File: config.mk
export PLATFORM = sky130hd
export DESIGN_NAME = f1_reaction_timer
export DESIGN_NICKNAME = d
export VERILOG_FILES = /design/src/rtl/f1_reaction_timer.sv
export SDC_FILE = /design/constraint.sdc
export NUM_CORES = 1
export LEC_CHECK = 0
export CORE_ASPECT_RATIO = 1.1
export CORE_MARGIN = 2
export CORE_UTILIZATION = 40
export CTS_CLUSTER_SIZE = 16
export DETAILED_ROUTE_END_ITERATION = 16
export MAX_ROUTING_LAYER = met4
export SYNTH_ARGS = -nofsm -noshare
export SYNTH_HDL_FRONTEND = slang
export SYNTH_SLANG_ARGS = --single-unit
File: constraint.sdc
create_clock -name clk -period 2.65 [get_ports clk]
set_input_delay 0.6625 -clock clk [delete_from_list [all_inputs] [get_ports clk]]
set_output_delay 0.6625 -clock clk [all_outputs]
set_load 0.02 [all_outputs]
File: src/rtl/f1_reaction_timer.sv
// F1 start-light reaction timer: tracks the light gantry, times the driver's
// press after lights-out in tick units, and flags jump starts and timeouts.
module f1_reaction_timer #(
    parameter int W          = 16,
    parameter int TIMEOUT_MS = 2000
) (
    input  logic         clk,
    input  logic         rst,
    input  logic         tick,
    input  logic [7:0]   lights,
    input  logic         button,
    output logic [W-1:0] result,
    output logic         valid,
    output logic         jump_start,
    output logic         timeout
);

    typedef enum logic [2:0] {
        IDLE,
        ARMED,
        FULL,
        TIMING,
        DONE
    } state_t;

    localparam logic [W-1:0] TMO_LAST = W'(TIMEOUT_MS - 1);
    localparam logic [W-1:0] TMO_VAL  = W'(TIMEOUT_MS);

    state_t         state_q, state_d;
    logic [W-1:0]   count_q, count_d;
    logic [W-1:0]   result_q, result_d;
    logic           valid_q, valid_d;
    logic           jump_q, jump_d;
    logic           timeout_q, timeout_d;
    logic           button_q;

    logic           press;
    logic           lt_off;
    logic           lt_first;
    logic           lt_full;
    logic           tmo_hit;

    assign press    = button & ~button_q;
    assign lt_off   = (lights == 8'h00);
    assign lt_first = (lights == 8'h01);
    assign lt_full  = (lights == 8'hFF);
    assign tmo_hit  = tick && (count_q == TMO_LAST);

    always_ff @(posedge clk) begin
        if (rst) begin
            state_q   <= IDLE;
            count_q   <= '0;
            result_q  <= '0;
            valid_q   <= 1'b0;
            jump_q    <= 1'b0;
            timeout_q <= 1'b0;
            button_q  <= 1'b0;
        end else begin
            state_q   <= state_d;
            count_q   <= count_d;
            result_q  <= result_d;
            valid_q   <= valid_d;
            jump_q    <= jump_d;
            timeout_q <= timeout_d;
            button_q  <= button;
        end
    end

    always_comb begin
        state_d = state_q;
        unique case (state_q)
            IDLE: begin
                if (lt_first) state_d = ARMED;
            end
            ARMED: begin
                if (press)        state_d = DONE;
                else if (lt_full) state_d = FULL;
                else if (lt_off)  state_d = IDLE;
            end
            FULL: begin
                if (press)       state_d = DONE;
                else if (lt_off) state_d = TIMING;
            end
            TIMING: begin
                if (press || tmo_hit) state_d = DONE;
            end
            DONE: begin
                if (lt_first) state_d = ARMED;
            end
            default: state_d = IDLE;
        endcase
    end

    always_comb begin
        count_d   = count_q;
        result_d  = result_q;
        valid_d   = 1'b0;
        jump_d    = jump_q;
        timeout_d = timeout_q;
        unique case (state_q)
            IDLE, DONE: begin
                // A new sequence wipes the previous run's result
                if (lt_first) begin
                    result_d  = '0;
                    jump_d    = 1'b0;
                    timeout_d = 1'b0;
                end
            end
            ARMED: begin
                if (press) jump_d = 1'b1;
            end
            FULL: begin
                if (press)       jump_d  = 1'b1;
                else if (lt_off) count_d = '0;
            end
            TIMING: begin
                // A press wins over a coincident tick, which goes uncounted
                if (press) begin
                    result_d = count_q;
                    valid_d  = 1'b1;
                end else if (tmo_hit) begin
                    result_d  = TMO_VAL;
                    timeout_d = 1'b1;
                    valid_d   = 1'b1;
                end else if (tick) begin
                    count_d = count_q + 1'b1;
                end
            end
            default: begin
                count_d = count_q;
            end
        endcase
    end

    assign result     = result_q;
    assign valid      = valid_q;
    assign jump_start = jump_q;
    assign timeout    = timeout_q;

endmodule

Yosys cells after proc, flatten, opt, wreduce, memory -nomap -nowiden
Index checks and enable logic that the tools add are counted.
Word-level totals
  register bits: 39
  bits of input ports: 12
  word-level logic and storage cells: 71
Operators by class
  $add $sub $neg: 1
  equal/unequal tests: 19
  muxes and demuxes: 26
  bitwise gates (word level): 3
  reductions and logical operators: 15
Operators by type and width (count)
  $mux W16: 8
  $pmux W16 S2: 2
  $mux W3: 7
  $add A16 B1 Y16 const B: 1
  $eq A16 B11 Y1 const B: 1
  $ne A2 B2 Y1 const B: 7
  $pmux W3 S4: 1
  $eq A8 B1 Y1 const B: 1
  $eq A8 B8 Y1 const B: 1
  $logic_not A8 Y1: 1
  $reduce_and A4 Y1: 2
  $eq A3 B2 Y1 const B: 2
  $mux W1: 6
  $ne A3 B3 Y1 const B: 2
  $reduce_and A3 Y1: 2
  $reduce_and A6 Y1: 1
  $reduce_bool A2 Y1: 3
  $reduce_or A2 Y1: 3
  $ne A2 B1 Y1 const B: 2
  $ne A4 B4 Y1 const B: 1
  $pmux W1 S2: 2
  $eq A3 B1 Y1 const B: 1
  $eq A3 B3 Y1 const B: 1
  $logic_not A3 Y1: 1
  4 further kinds: 5

Logic depth before layout (Yosys ltp)
  word-level depth: 5
  depth in mapped cells: 8

Worst setup path before layout
No wires, ideal clock.
  path type: input to register
  start: input port button
  end: register count_q[11]
  setup time: 0.120 ns
  arrival time: 1.874 ns
  slack: 0.656 ns
  cell stages on the path: 6
  path buffers: 1
  cell sequence: nor2b_1 or3_4 or3_4 buf_6 a22oi_1 o21ai_1
On the way
  longest elaborated chain between the ends: 3
  elaborated cells on any way between the ends: 4
  classes of those cells: eq/ne (2); bitwise (1); reduce/logical (1)
RTL lines
  start: declaration: line 11  | input logic button,
  $and A1 B1 Y1 *: line 43  | assign press = button & ~button_q;
  $ne A2 B2 Y1 (no source line)
  $reduce_and A6 Y1 (no source line) *
  end signal: assignment: line 60  | count_q <= count_d;
  end: declaration: line 30  | logic [W-1:0] count_q, count_d;
Every way passes the cells marked *; elsewhere a longest branch is shown, timed or not.
A chain may end at the register's enable or synchronous reset.

Worst setup path in the final report
  start: input port button
  end: register count_q[15]
Same word-level chain as after synthesis.

==> run metrics <==
status=finished, final reports clean; synth cell count leaders=dfxtp_1, a21oi_1, nand2_1; Power Total=around 1.0 mW; Setup crit start=button; largest net degree at the start of global routing=23; FF-to-FF path depth=5; routability cong.=0.881; met2 WL=2.53 mm; synth warn=0; CTS max path bufs=2; Leakage=roughly 0.85 nW; unrepaired setup endpoints after global routing=false; antenna violation net count after detailed routing=0; Die X=71.7 um; post-synthesis area per instance=8.66 um2; TritonCTS clock tree=yes; Clock Latency Late Sink=290 ps; critical path peak fanout=11; post-layout util=0.502; Setup CP Type=input pin to flop; via count=about 1900; Cells after Synth=233; min Tclk post-route=2180 ps; detailed-route wire length=around 5.2 mm; FF-to-FF End=count_q[15]; Clk pwr share=0.380; layout cells sized above 1=0.139; Final Max Tran Viols=0; Int Pwr=roughly 0.8 mW; Fmax=458 MHz; DR iter-0 viols=203; Slew HR=0.562; ANT cells=0; Die H=between 70 and 80 um; Residual DRC=0; P&R area growth vs syn=22.6%; Least-Margin Pin Slew=roughly 650 ps; worst path arrival time=between 2000 and 2500 ps; Pwr Density=about 420 mW/mm2; worst hold path type=flop to flop; Psw=0.244 mW; Post-synth EDFFs=0; H-tree levels=2; Area contributors post-synth=dfxtp_1, a22o_1, a21oi_1, nand3_1, nand2_1; clock sink total=39; max layer used=met4; vias in the first global route=1963; area leader, netlist=dfxtp_1; peak supply drop=305 uV; startpoint types=input pin; PostCTS Resize Cnt=0; Synth Cell Area=between 0.002 and 0.0025 mm2; I/O pin count=31; Synth top area share=0.387; Sw Share=0.235; DIE AREA=between 0.005 and 0.006 mm2; R2R Path Start=state_q[1]; crit path capture type=flop; first-pass GRT wire length=9.27 mm; Pre-Repair DR Iteration Count=4; sequential element share of the synthesized area=0.387; filler cell count=488; DP HPWL=3.82 mm; end of the critical path=count_q[15]; count of final hold-check violations=0; Avg WL per Cell=16.1 um; Final Cycle Share=0.824; max_cap viols=0; Comb pwr share=0.057; initial antenna violation count=0; Port Buffers=30; total global routing overflow=0; Post-CTS Hold Fix Bufs=0; root buf cell=clkbuf_8; sequential group share of total power=0.563; post-CTS setup buffer count=0; GRT Overall Usage=0.212; Vias/cell=6.00; number of CTS-inserted buffers=5; post-synthesis cell type count=47; FFs w/ async S/R, synth=0; met1 wire length=2.46 mm; Worst-path clk slew=80 ps; skew final=4.79 ps; initial core utilization=0.409; most frequent cell after synthesis=dfxtp_1; core area=about 0.005 mm2; final setup fails=0; final-stage net count=279; Post-synth top flop=dfxtp_1; WP data required=2830 ps; flop2flop setup slack=570 ps; met3 wire len=slightly below 200 um; Yosys reg bits=39; Post-Syn Nets=246; Row Count=27; Sum Neg Setup Slack=0 ps
## worst min path at each step
stage | start | endpoint | slack, ps | cells past startpoint
after global placement | result[3] | result[3] | 460 | 1
after floorplan | count_q[15] | count_q[15] | 460 | 2
after detailed placement | result[14] | result[14] | 460 | 1
after CTS | result[2] | result[2] | 480 | 1
final | result[11] | result[11] | 480 | 1
after global routing | result[15] | result[15] | 490 | 1
## cells by family (layout without fill, tap and decap cells)
group                    after synthesis  after routing  synth area share
AND/OR/NAND/NOR                       97             97             0.284
AO/OA/AOI/OAI                         76             76             0.273
adder cells (fa/ha/maj)                1              1           0.00620
buffers and inverters                 20             54            0.0496
flip-flops                            39             39             0.387
## sequential cells by signal (all words and copies together) (netlist names)
name	count
count_q	16
result	16
state_q	3
button_q	1
jump_start	1
timeout	1
valid	1
## cell usage in the layout, fill, tap and decap left out, types with 7 or more instances in the layout
cell | netlist | layout
o211ai_1 | 7 | 7
nand3_1 | 13 | 13
buf_4 | 0 | 10
a22o_1 | 10 | 10
a21oi_1 | 17 | 17
clkdlybuf4s50_1 | 0 | 30
nand4_1 | 8 | 8
nand2_1 | 17 | 17
o21ai_0 | 12 | 12
nor2_1 | 16 | 16
dfxtp_1 | 39 | 39
## per-stage QoR
stage | area, um2 | hold WS [ps] | worst slack, ps | std cells
after global routing | 2470 | 492 | 357 | 325
after floorplan | 2020 | 461 | 656 | 233
after CTS | 2470 | 480 | 467 | 325
final | 2470 | 476 | 467 | 325
after global placement | 2390 | 457 | 155 | 317
after detailed placement | 2390 | 460 | 163 | 317
## critical path, cell delays in order
cell and delay [ps]:
clkdlybuf4s50_1 420, nor2b_1 170, or3_4 380, or3_4 410, a22oi_1 210, o21ai_1 90
## area by class of cell
cell class	instances	area, um2	share of cell area
inverters	6	22.5	0.00910
clock buffers	6	72.6	0.0293
multi-input cells	174	1140	0.460
repair buffers	40	375	0.152
clock inverters	2	12.5	0.00506
well taps	58	72.6	0.0293
flip-flops and latches	39	781	0.316
## routing by layer
layer	vias to the layer above	track usage
met5	-	-
met4	0	0.0792
met3	4	0.0372
met2	49	0.338
met1	930	0.267
li1	966	-
## power groups by stage
stage	Combinational [mW]	Sequential, mW	Clock [mW]
after global routing	0.0651	0.587	0.437
after CTS	0.0594	0.587	0.405
after detailed placement	0.0592	0.601	0
after floorplan	0.0248	0.600	0
final	0.0592	0.587	0.396
after global placement	0.0589	0.601	0
No activity file was read; power rests on OpenSTA's default activity.
